File: src/rtl/mem_req_arbiter_pkg.sv
// Shared op codes, FSM states, header layout and address window for the DRAM request arbiter.
package mem_req_arbiter_pkg;

   localparam int unsigned NUM_REQ_DEF    = 4;
   localparam int unsigned ID_W_DEF       = 4;
   localparam int unsigned ADDR_W_DEF     = 32;
   localparam int unsigned DATA_W_DEF     = 128;
   localparam int unsigned OP_W           = 2;
   localparam int unsigned BEAT_WIDTH     = 32;
   localparam int unsigned CYCLE_NUM_DATA = 4;
   localparam int unsigned REQ_SIZE_DEF   = ID_W_DEF + OP_W + ADDR_W_DEF;

   // Header field offsets inside q_buf_in
   localparam int unsigned HDR_ADDR_LSB = 0;
   localparam int unsigned HDR_OP_LSB   = ADDR_W_DEF;
   localparam int unsigned HDR_ID_LSB   = ADDR_W_DEF + OP_W;

   localparam logic [31:0] BOUNDARY_UP  = 32'h0000_1FFF;
   localparam logic [31:0] BOUNDARY_LOW = 32'h0000_0000;

   typedef enum logic [1:0] {
      OP_RD  = 2'b00,
      OP_WR  = 2'b01,
      OP_PWB = 2'b10,
      OP_ILL = 2'b11
   } op_e;

   typedef enum logic [1:0] {
      ST_IDLE = 2'd0,
      ST_HDR  = 2'd1,
      ST_DATA = 2'd2,
      ST_GAP  = 2'd3
   } state_e;

endpackage

File: src/rtl/mem_req_arbiter_rr_picker.sv
// Combinational round-robin pick: first valid requester at or after the pointer, wrapping.
module mem_req_arbiter_rr_picker #(
   parameter int unsigned NUM_REQ = 4,
   parameter int unsigned IDX_W   = 2
) (
   input  logic [NUM_REQ-1:0] i_valid,
   input  logic [IDX_W-1:0]   i_ptr,
   output logic [NUM_REQ-1:0] o_onehot,
   output logic [IDX_W-1:0]   o_idx,
   output logic               o_any
);

   logic [IDX_W-1:0] w_cand;

   always_comb begin
      o_onehot = '0;
      o_idx    = '0;
      o_any    = 1'b0;
      w_cand   = '0;
      for (int unsigned k = 0; k < NUM_REQ; k++) begin
         w_cand = IDX_W'((32'(i_ptr) + k) % NUM_REQ);
         if (!o_any && i_valid[w_cand]) begin
            o_any            = 1'b1;
            o_idx            = w_cand;
            o_onehot[w_cand] = 1'b1;
         end
      end
   end

endmodule

File: src/rtl/mem_req_arbiter.sv
// Round-robin arbiter serialising RD (header only) and WR/PWB (header + 4 beats + gap)
// requests onto the DRAM request queue push port.
module mem_req_arbiter
   import mem_req_arbiter_pkg::*;
#(
   parameter int unsigned NUM_REQ      = NUM_REQ_DEF,
   parameter int unsigned ID_WIDTH     = ID_W_DEF,
   parameter int unsigned ADDR_WIDTH   = ADDR_W_DEF,
   parameter int unsigned DATA_WIDTH   = DATA_W_DEF,
   parameter int unsigned REQUEST_SIZE = REQ_SIZE_DEF
) (
   input  logic                          clk,
   input  logic                          rst,
   input  logic [NUM_REQ-1:0]            req_valid,
   input  logic [2*NUM_REQ-1:0]          req_op,
   input  logic [ADDR_WIDTH*NUM_REQ-1:0] req_addr,
   input  logic [DATA_WIDTH*NUM_REQ-1:0] req_data,
   output logic [NUM_REQ-1:0]            gnt,
   output logic [NUM_REQ-1:0]            err,
   input  logic                          q_full,
   output logic                          q_push_en,
   output logic [1:0]                    q_op,
   output logic [REQUEST_SIZE-1:0]       q_buf_in,
   output logic                          busy
);

   localparam int unsigned IDX_W = $clog2(NUM_REQ);

   state_e                  r_state, w_state_nxt;
   logic [2:0]              r_cnt;
   logic [IDX_W-1:0]        r_ptr;
   op_e                     r_op;
   logic [DATA_WIDTH-1:0]   r_data;

   logic [NUM_REQ-1:0]      w_win_oh;
   logic [IDX_W-1:0]        w_win_idx;
   logic                    w_win_any;
   op_e                     w_win_op;
   logic [ADDR_WIDTH-1:0]   w_win_addr;
   logic [DATA_WIDTH-1:0]   w_win_data;
   logic                    w_win_bad;
   logic                    w_pick_slot;
   logic                    w_take;
   logic [REQUEST_SIZE-1:0] w_hdr;
   logic [2:0]              w_beat_sel;
   logic [BEAT_WIDTH-1:0]   w_beat;
   logic [IDX_W-1:0]        w_ptr_nxt;

   logic [NUM_REQ-1:0]      w_gnt_nxt;
   logic [NUM_REQ-1:0]      w_err_nxt;
   logic                    w_push_nxt;
   op_e                     w_op_nxt;
   logic [REQUEST_SIZE-1:0] w_buf_nxt;

   mem_req_arbiter_rr_picker #(
      .NUM_REQ (NUM_REQ),
      .IDX_W   (IDX_W)
   ) u_picker (
      .i_valid  (req_valid),
      .i_ptr    (r_ptr),
      .o_onehot (w_win_oh),
      .o_idx    (w_win_idx),
      .o_any    (w_win_any)
   );

   // Arbitration runs in IDLE, in GAP, and in a RD header cycle so RDs can stream every cycle
   assign w_pick_slot = (r_state == ST_IDLE) || (r_state == ST_GAP) ||
                        ((r_state == ST_HDR) && (r_op == OP_RD));
   assign w_take      = w_pick_slot && w_win_any && !q_full;

   assign w_win_op   = op_e'(req_op[2*w_win_idx +: 2]);
   assign w_win_addr = req_addr[ADDR_WIDTH*w_win_idx +: ADDR_WIDTH];
   assign w_win_data = req_data[DATA_WIDTH*w_win_idx +: DATA_WIDTH];
   assign w_win_bad  = (w_win_op == OP_ILL) ||
                       (ADDR_WIDTH'(w_win_addr - ADDR_WIDTH'(BOUNDARY_LOW)) >
                        ADDR_WIDTH'(BOUNDARY_UP - BOUNDARY_LOW));
   assign w_hdr      = REQUEST_SIZE'({ID_WIDTH'(w_win_idx), w_win_op, w_win_addr});
   assign w_ptr_nxt  = (32'(w_win_idx) == NUM_REQ - 1) ? '0 : w_win_idx + IDX_W'(1);

   // Beats go out most-significant word first
   assign w_beat_sel = (r_state == ST_HDR) ? 3'd0 : r_cnt + 3'd1;
   assign w_beat     = BEAT_WIDTH'(r_data >> (BEAT_WIDTH *
                                   (CYCLE_NUM_DATA - 1 - 32'(w_beat_sel))));

   always_ff @(posedge clk or negedge rst) begin
      if (!rst) r_state <= ST_IDLE;
      else      r_state <= w_state_nxt;
   end

   always_comb begin
      w_state_nxt = r_state;
      case (r_state)
         ST_IDLE, ST_GAP: w_state_nxt = (w_take && !w_win_bad) ? ST_HDR : ST_IDLE;
         ST_HDR: begin
            if (r_op == OP_RD) w_state_nxt = (w_take && !w_win_bad) ? ST_HDR : ST_IDLE;
            else               w_state_nxt = ST_DATA;
         end
         ST_DATA: begin
            if (r_cnt == 3'(CYCLE_NUM_DATA - 1)) w_state_nxt = ST_GAP;
         end
         default: w_state_nxt = ST_IDLE;
      endcase
   end

   always_comb begin
      w_gnt_nxt  = '0;
      w_err_nxt  = '0;
      w_push_nxt = 1'b0;
      w_op_nxt   = OP_RD;
      w_buf_nxt  = '0;
      case (w_state_nxt)
         ST_HDR: begin
            w_push_nxt = 1'b1;
            w_op_nxt   = w_win_op;
            w_buf_nxt  = w_hdr;
            w_gnt_nxt  = w_win_oh;
         end
         ST_DATA: begin
            w_push_nxt = 1'b1;
            w_op_nxt   = r_op;
            w_buf_nxt  = REQUEST_SIZE'(w_beat);
         end
         default: ;
      endcase
      if (w_take && w_win_bad) w_err_nxt = w_win_oh;
   end

   // Request latch, round-robin pointer and beat counter
   always_ff @(posedge clk or negedge rst) begin
      if (!rst) begin
         r_ptr  <= '0;
         r_op   <= OP_RD;
         r_data <= '0;
         r_cnt  <= '0;
      end else begin
         if (w_take) r_ptr <= w_ptr_nxt;
         if (w_take && !w_win_bad) begin
            r_op   <= w_win_op;
            r_data <= w_win_data;
         end
         r_cnt <= (w_state_nxt == ST_DATA) ? w_beat_sel : 3'd0;
      end
   end

   always_ff @(posedge clk or negedge rst) begin
      if (!rst) begin
         gnt       <= '0;
         err       <= '0;
         q_push_en <= 1'b0;
         q_op      <= OP_RD;
         q_buf_in  <= '0;
         busy      <= 1'b0;
      end else begin
         gnt       <= w_gnt_nxt;
         err       <= w_err_nxt;
         q_push_en <= w_push_nxt;
         q_op      <= w_op_nxt;
         q_buf_in  <= w_buf_nxt;
         busy      <= (w_state_nxt != ST_IDLE);
      end
   end

endmodule
File: config.mk
export PLATFORM = sky130hd
export DESIGN_NAME = mem_req_arbiter
export DESIGN_NICKNAME = d
export VERILOG_FILES = /design/src/rtl/mem_req_arbiter_pkg.sv /design/src/rtl/mem_req_arbiter_rr_picker.sv /design/src/rtl/mem_req_arbiter.sv
export SDC_FILE = /design/constraint.sdc
export NUM_CORES = 1
export LEC_CHECK = 0
export ABC_AREA = 0
export ABC_CLOCK_PERIOD_IN_PS = 8310
export BUFFER_PORTS_ARGS = -buffer_cell sky130_fd_sc_hd__buf_4
export CORE_AREA = 5 5 272 274
export CTS_CLUSTER_SIZE = 12
export DETAILED_ROUTE_END_ITERATION = 7
export DIE_AREA = 0 0 277 279
export HOLD_SLACK_MARGIN = 0.1
export PLACE_DENSITY = 0.47
export RECOVER_POWER = 50
export SLEW_MARGIN = 20
export SYNTH_ARGS = -nofsm -noshare
export SYNTH_HDL_FRONTEND = slang
export SYNTH_SLANG_ARGS = --single-unit
File: constraint.sdc
create_clock -name clk -period 8.31 [get_ports clk]
set_clock_uncertainty 0.1 [all_clocks]
set_input_delay 1.662 -clock clk [delete_from_list [all_inputs] [get_ports clk]]
set_output_delay 1.662 -clock clk [all_outputs]
set_load 0.01 [all_outputs]
### Word level (Yosys, flattened, before mapping)

Index checks and enable logic that the tools add are counted.

| word-level totals | value |
|---|---|
| bits in registers | 187 |

| operators by class | value |
|---|---|
| $lt $le $gt $ge | 9 |
| equal/unequal tests | 8 |
| reduce and logical (&&, ||, !) cells | 25 |
| multiplexer cells | 40 |
| $add $sub $neg | 6 |
| shift operators | 4 |
| bitwise operators | 3 |

Operator list:

| cell | count |
|---|---|
| 512-bit by 10-bit variable part select with 128-bit output | 1 |
| 128-bit by 8-bit variable part select with 32-bit output | 1 |
| 128-bit by 32-bit right shift with 32-bit output | 1 |
| 36-bit case mux with 2 select lines | 1 |
| 32-bit by 13-bit greater-than comparator with 1-bit output, second input constant | 1 |
| 4-bit two-way mux | 6 |
| 1-bit two-way mux | 14 |
| 2-bit two-way mux | 7 |
| 1-bit logical AND | 12 |
| 2-bit by 3-bit less-than comparator with 1-bit output, second input constant | 4 |
| 4-bit OR | 3 |
| 2-bit == test, second input constant | 5 |
| 1-bit binary-select mux with 2-bit select | 4 |
| 1-bit demux with 2-bit select | 4 |
| 2-bit by 1-bit greater-or-equal comparator with 1-bit output, second input constant | 4 |
| 8-bit by 4-bit variable part select with 2-bit output | 1 |
| 3-bit two-way mux | 2 |
| 2-bit case mux with 3 select lines | 1 |
| 1-bit zero test | 5 |
| 2-bit by 1-bit adder with 2-bit output, second input constant | 2 |
| 2-bit adder, second input constant | 2 |
| 2-bit by 1-bit == test with 1-bit output, second input constant | 2 |
| 2-bit zero test | 2 |
| 2-bit case mux with 2 select lines | 1 |
| 6 further kinds | 9 |

### Logic depth before layout (Yosys ltp)

| logic depth | value |
|---|---|
| word-level depth | 23 |
| depth in mapped cells | 22 |
| depth with buffers taken out | 14 |

### Hierarchy

A second synthesis with hierarchy kept.

| unflattened totals | value |
|---|---|
| cells, all modules | 855 |
| area, all modules | 12,144.1 um2 |

By module, submodules not included:

| module | times used | area an instance (um2) | cells each | seq. area each (um2) |
|---|---|---|---|---|
| mem_req_arbiter | 1 | 11,725.0 | 810 | 4,629.4 |
| mem_req_arbiter_rr_picker | 1 | 419.2 | 45 | 0.0 |

### Worst setup path after synthesis

No wires, ideal clock.

| timing | value |
|---|---|
| path type | reg2reg |
| start | register r_ptr[0] |
| end | register q_buf_in[22] |
| buffers on the path | 8 |
| period minus slack after synthesis | 5,467 ps |
| stages on the path, launching flop included | 21 |
| required time | 8,088 ps |
| data arrival time | 5,246 ps |
| library setup time | 122 ps |
| slack | 2,843 ps |
| path through | dfrtp_1 buf_4 buf_2 clkbuf_1 inv_1 ha_1 buf_2 mux4_2 buf_2 o21ai_2 and2_1 clkbuf_1 mux4_2 a2111o_1 nor2_4 buf_4 nor2_1 ha_1 and2_1 clkbuf_1 a32o_1 |

| between the ends | value |
|---|---|
| word-level cells in the longest chain between the ends | 22 |
| elaborated cells between the ends (all ways) | 40 |

RTL lines:

| element | RTL line | RTL |
|---|---|---|
| from (decl) | mem_req_arbiter.sv:31 | `logic [IDX_W-1:0] r_ptr;` |
| from (signal assigned) | mem_req_arbiter.sv:136 | `if (w_take) r_ptr <= w_ptr_nxt;` |
| branches (longest 21 deep; another with 2-bit by 1-bit adder with 2-bit output) | n/a |  |
| 36-bit case mux with 2 select lines (*) | mem_req_arbiter.sv:111 | `case (w_state_nxt)` |
| net w_buf_nxt[22] | mem_req_arbiter.sv:53 | `logic [REQUEST_SIZE-1:0] w_buf_nxt;` |
| to (signal assigned) | mem_req_arbiter.sv:158 | `q_buf_in <= w_buf_nxt;` |
| to (decl) | mem_req_arbiter.sv:23 | `output logic [REQUEST_SIZE-1:0] q_buf_in,` |

Mark *: on every way through the listed nets, which the timed path passes. The select of a mux whose other input is x is not followed.
A chain may end at the register's enable or synchronous reset.

### Worst setup path in the final report

| timing | value |
|---|---|
| start | input req_valid[3] |
| end | register q_buf_in[29] |

| between the ends | value |
|---|---|
| word-level cells in the longest chain between the ends | 22 |
| elaborated cells between the ends (all ways) | 37 |

RTL lines:

| element | RTL line | RTL |
|---|---|---|
| from (decl) | mem_req_arbiter.sv:14 | `input logic [NUM_REQ-1:0] req_valid,` |
| 1-bit binary-select mux with 2-bit select | mem_req_arbiter_rr_picker.sv:22 | `if (!o_any && i_valid[w_cand]) begin` |
| 1-bit two-way mux (implied by the code) | mem_req_arbiter_rr_picker.sv:22 |  |
| 1-bit two-way mux | mem_req_arbiter_rr_picker.sv:22 |  |
| 1-bit zero test | mem_req_arbiter_rr_picker.sv:22 |  |
| 1-bit logical AND | mem_req_arbiter_rr_picker.sv:22 |  |
| 1-bit two-way mux | mem_req_arbiter_rr_picker.sv:22 |  |
| 1-bit zero test | mem_req_arbiter_rr_picker.sv:22 |  |
| 1-bit logical AND | mem_req_arbiter_rr_picker.sv:22 |  |
| [... 7 more ...] | n/a |  |
| 1-bit zero test | mem_req_arbiter.sv:93, mem_req_arbiter.sv:95 |  |
| 1-bit logical AND | mem_req_arbiter.sv:93, mem_req_arbiter.sv:95 |  |
| 1-bit two-way mux | mem_req_arbiter.sv:93, mem_req_arbiter.sv:95 |  |
| 2-bit two-way mux | mem_req_arbiter.sv:95 | `if (r_op == OP_RD) w_state_nxt = (w_take && !w_win_bad) ? ST_HDR : ST_IDLE;` |
| 2-bit case mux with 3 select lines | mem_req_arbiter.sv:92 | `case (r_state)` |
| 2-bit == test / 2-bit by 1-bit == test with 1-bit output (equally long branches) | mem_req_arbiter.sv:111 |  |
| 36-bit case mux with 2 select lines (*) | mem_req_arbiter.sv:111 |  |
| net w_buf_nxt[29] | mem_req_arbiter.sv:53 |  |

Mark *: on every way through the listed nets, which the timed path passes. The rest lies on a longest branch. The select of a mux whose other input is x is not followed.

==> metrics.cfg <==
[run_status]
outcome = finished with violations
failed_checks = max-capacitance violations, max-slew violations

[pwr]
power_density_mw_per_mm2 = 298.0
p_leak_nw = 10.13
cell_internal_pwr_mw = 2.818
max-vdd-ir-drop_mv = 0.3141
power_frac_seq_pct = 15.3
power_switching_share_pct = 53.45
clock_share_of_power_pct = 13.6
switching_power_mw = 3.236
overall_power_after_layout_mw = 6.054
power.combinational.fraction_pct = 71.1

[logic_synthesis]
synth.yosys.seq_area_share_pct = 33.17
yosys.area_share.simple_pct = 28.25
synth_edf_count = 0
cell_type_with_the_largest_total_area_after_synthesis = dfrtp_1
synthCells = 1730
multiplexer_share_of_the_synthesized_area_pct = 18.79
yosysWarnings = 0
mean_syn_cell_area_sq_um = 8.066
synth_area_leaders = dfrtp_1 33%, nand2_1 16%, mux2_1 6.5%
ys_flop_type = dfrtp_1
synth-async-reset-ratio_pct = 100.0
yosys.area_share.adder_pct = 1.166
yosys.cell_types.count = 59
synth_top_family_by_area = simple AND/OR/NAND/NOR gates
synth_seq_cells = 185
yosysTopAreaCellShare_pct = 33.17
share_of_the_synthesized_netlist_area_taken_by_xor_and_xnor_gates_pct = 0
compound_gate_fraction_of_synth_area_pct = 12.89
syn-cell-area_sq_mm = 0.01395

[grt]
globalRouteTotalUtil_pct = 19.00
largest_net_degree_at_the_start_of_global_routing = 146
grt-ovfl-total = 0
antenna_found_initial = 6
first_global_vias = 15959
grt_pass1_wl_mm = 109.2

[timing]
fmaxAchievable_mhz = 160.6
timing_max_transition_violations_final = 113
hold_violations = 0
setup-violations-final = 0
timing.slew.headroom_pct = -204.4
worst_slack_ns = 2.084
transition_at_the_pin_with_the_smallest_max_transition_slack_ns = 4.567
final_period_minus_worst_setup_slack_ns = 6.226
grt_setup_unrepaired = false
finalSetupTns_ns = 0
finalCritPeriodShare_pct = 74.92

[clock_network]
tritoncts = built
cts_buffer_depth = 2
clkSlewWorstSetupHoldPaths_ns = 0.07
clock_insertion_delay_worst_skew_ns = 0.47
post-cts-setup-buffers = 0
ctsRootBufferMaster = clkbuf_16
cts_max_level = 4
cts_hold_repair.buffers = 0
post_cts_resized = 0
clock_sinks = 185
number_of_cts_inserted_buffers = 17

[placed_design]
place.port_buffers = 702
pre_cts_ws_ns = 1.649
post-dp-hpwl_mm = 62.40
dp.cells = 3248
gp_congestion = 0.9072

[floorplanning]
fp.dieW_um = 277
std_cell_rows = 98
die-height_um = 279
ioPinCount = 705
start_util_pct = 19.62
floorplan.die_area_sq_mm = 0.07728
design.core.area_sq_mm = 0.07112

[routing]
post_drt_wl_per_cell_um = 23.63
drt_first_pass_iters = 5
remaining_antenna_violation_count_after_routing = 0
wirelength_mm = 77.51
drc_markers = 0
detailroute.via_count = 15457
drt_iter0_markers = 688
drt-vias-per-instance = 4.713

[layout]
area.growth.synth_to_final_pct = 45.57
antenna-diode-count = 0
finalNetCount = 2985
final_layout_size_suffix_gt1_share_pct = 35.28
post_layout_nonfiller_instances = 3280

[worst_setup_path]
data_required_time_of_the_worst_path_ns = 8.58
critPathMaxFanout = 46
critical_path_arrival_ns = 6.50
criticalPathCategory = in -> reg
setup.worst_path.end_class = flip-flop
crit_path_start_kind = primary input

[flow_run]
max-cap-violations = 2

[min_path]
worst_hold_path_type = reg -> reg

==> synthesized netlist by cell type (2+ instances only) <==
cell type and count:
a21oi_1 6, a31oi_1 129, a211o_1 4, o41ai_1 2, mux2_1 80, inv_1 19, buf_8 9, mux2i_1 40
nor2_1 29, dfrtp_1 185, buf_4 9, o21ai_0 49, nand4_1 4, nor2b_1 18, mux2_2 56, ha_1 13
o31ai_1 3, buf_1 4, a2111o_1 2, nand3_1 46, nor2_4 2, a2111oi_0 4, o21ai_2 2, a32o_1 31
nor4_1 11, a221oi_1 5, nor3_1 8, and3_1 134, nand2b_1 2, clkbuf_1 121, o211a_1 3, mux4_2 30
or2_2 3, nand2_1 609, a22oi_1 4, and2_1 14, o211ai_1 2, a211oi_1 7, nor3b_1 4, buf_2 8
==> power by group through the flow <==
| stage | clock [mW] | sequential, mW | combinational (mW) |
|---|---|---|---|
| finish | 0.822 | 0.926 | 4.31 |
| global placement | 0 | 0.943 | 4.38 |
| floorplan | 0 | 0.944 | 2.80 |
| detailed placement | 0 | 0.944 | 4.40 |
| global route | 0.886 | 0.927 | 4.73 |
| CTS | 0.856 | 0.926 | 4.41 |
==> worst paths after layout <==
| kind | start | to | cells past startpoint | slack [ns] |
|---|---|---|---|---|
| setup / recovery | req_valid[3] | q_buf_in[29] | 12 | 2.08 |
| max in group asynchronous | rst | r_data[88] | 2 | 2.73 |
| min in group asynchronous | rst | busy | 1 | 2.72 |
| hold / removal | r_data[109] | r_data[109] | 1 | 0.39 |
| hold reg to reg | r_data[109] | r_data[109] | 1 | 0.39 |
| setup reg to reg | r_ptr[1] | q_buf_in[29] | 14 | 2.25 |
==> flip-flops by register name, indices dropped and copies added (netlist names) <==
register / flops
r_op: 2
q_buf_in: 36
r_state: 2
err: 4
r_ptr: 2
r_cnt: 3
gnt: 4
busy: 1
q_op: 2
r_data: 128
q_push_en: 1
==> layout make-up <==
class	count	area (sq um)
tap	950	1189
timing repair buffer	719	5271
inverter	19	71.32
sequential	185	4633
clock inverter	14	138.9
fill	7857	50810
clock buffer	18	429.2
multi-input combinational	1375	8581
==> cells by family after synthesis <==
logic type                 count (synthesis)
muxes                                    207
other                                      1
DFF                                      185
buffers and inverters                    171
AOI/OAI and AO/OA                        263
adders and majority gates                 13
and+or+nand+nor                          890
==> stage by stage <==
step	hold WS [ns]	utilization, %	cell area, sq um
4_1_cts	0.3900	28.77	20460
3_5_place_dp	0.3710	27.97	19890
6_report	0.3870	28.56	20310
5_1_grt	0.3952	28.56	20310
2_1_floorplan	0.3512	-	13960
3_3_place_gp	0.3671	27.97	19890
==> cells in the final DEF, fill, tap and decap left out, types with 3 or more instances in the layout <==
cell,count
a21oi_1,6
nor3b_1,4
nand3_1,46
nor2_4,4
clkbuf_1,38
ha_1,12
nor2_1,27
and3_1,134
a22oi_1,4
a211oi_1,7
o21ai_0,49
a2111oi_0,4
mux2_2,56
or2_2,3
a221oi_1,5
nor3_1,8
nor4_1,11
mux2_1,80
inv_6,3
nand2_1,607
clkinvlp_4,5
clkbuf_16,17
dfrtp_1,184
a31oi_1,129
buf_4,681
mux4_2,30
mux2i_1,40
a32o_1,31
a211o_1,4
nor2b_1,17
o31ai_1,3
and2_1,12
inv_1,19
nand4_1,4
==> per-layer routing <==
layer	vias to the layer above	global-route usage (%)	part of all wire, %
met5	-	0	0
met4	0	3.338	1.3
met3	47	4.306	5.6
met2	606	34.52	51
met1	7542	23.38	42
li1	7262	-	-
==> critical path: stages <==
cell and delay (ns):
buf_4 0.14, mux4_2 0.83, o21ai_2 0.42, and2_4 0.57, mux4_2 0.62, a2111o_1 0.42
nor2_4 0.16, nor2_1 0.08, ha_1 0.39, o211a_2 0.82, nand3_1 0.20, o21ai_0 0.15
(Power assumes the default switching activity.)
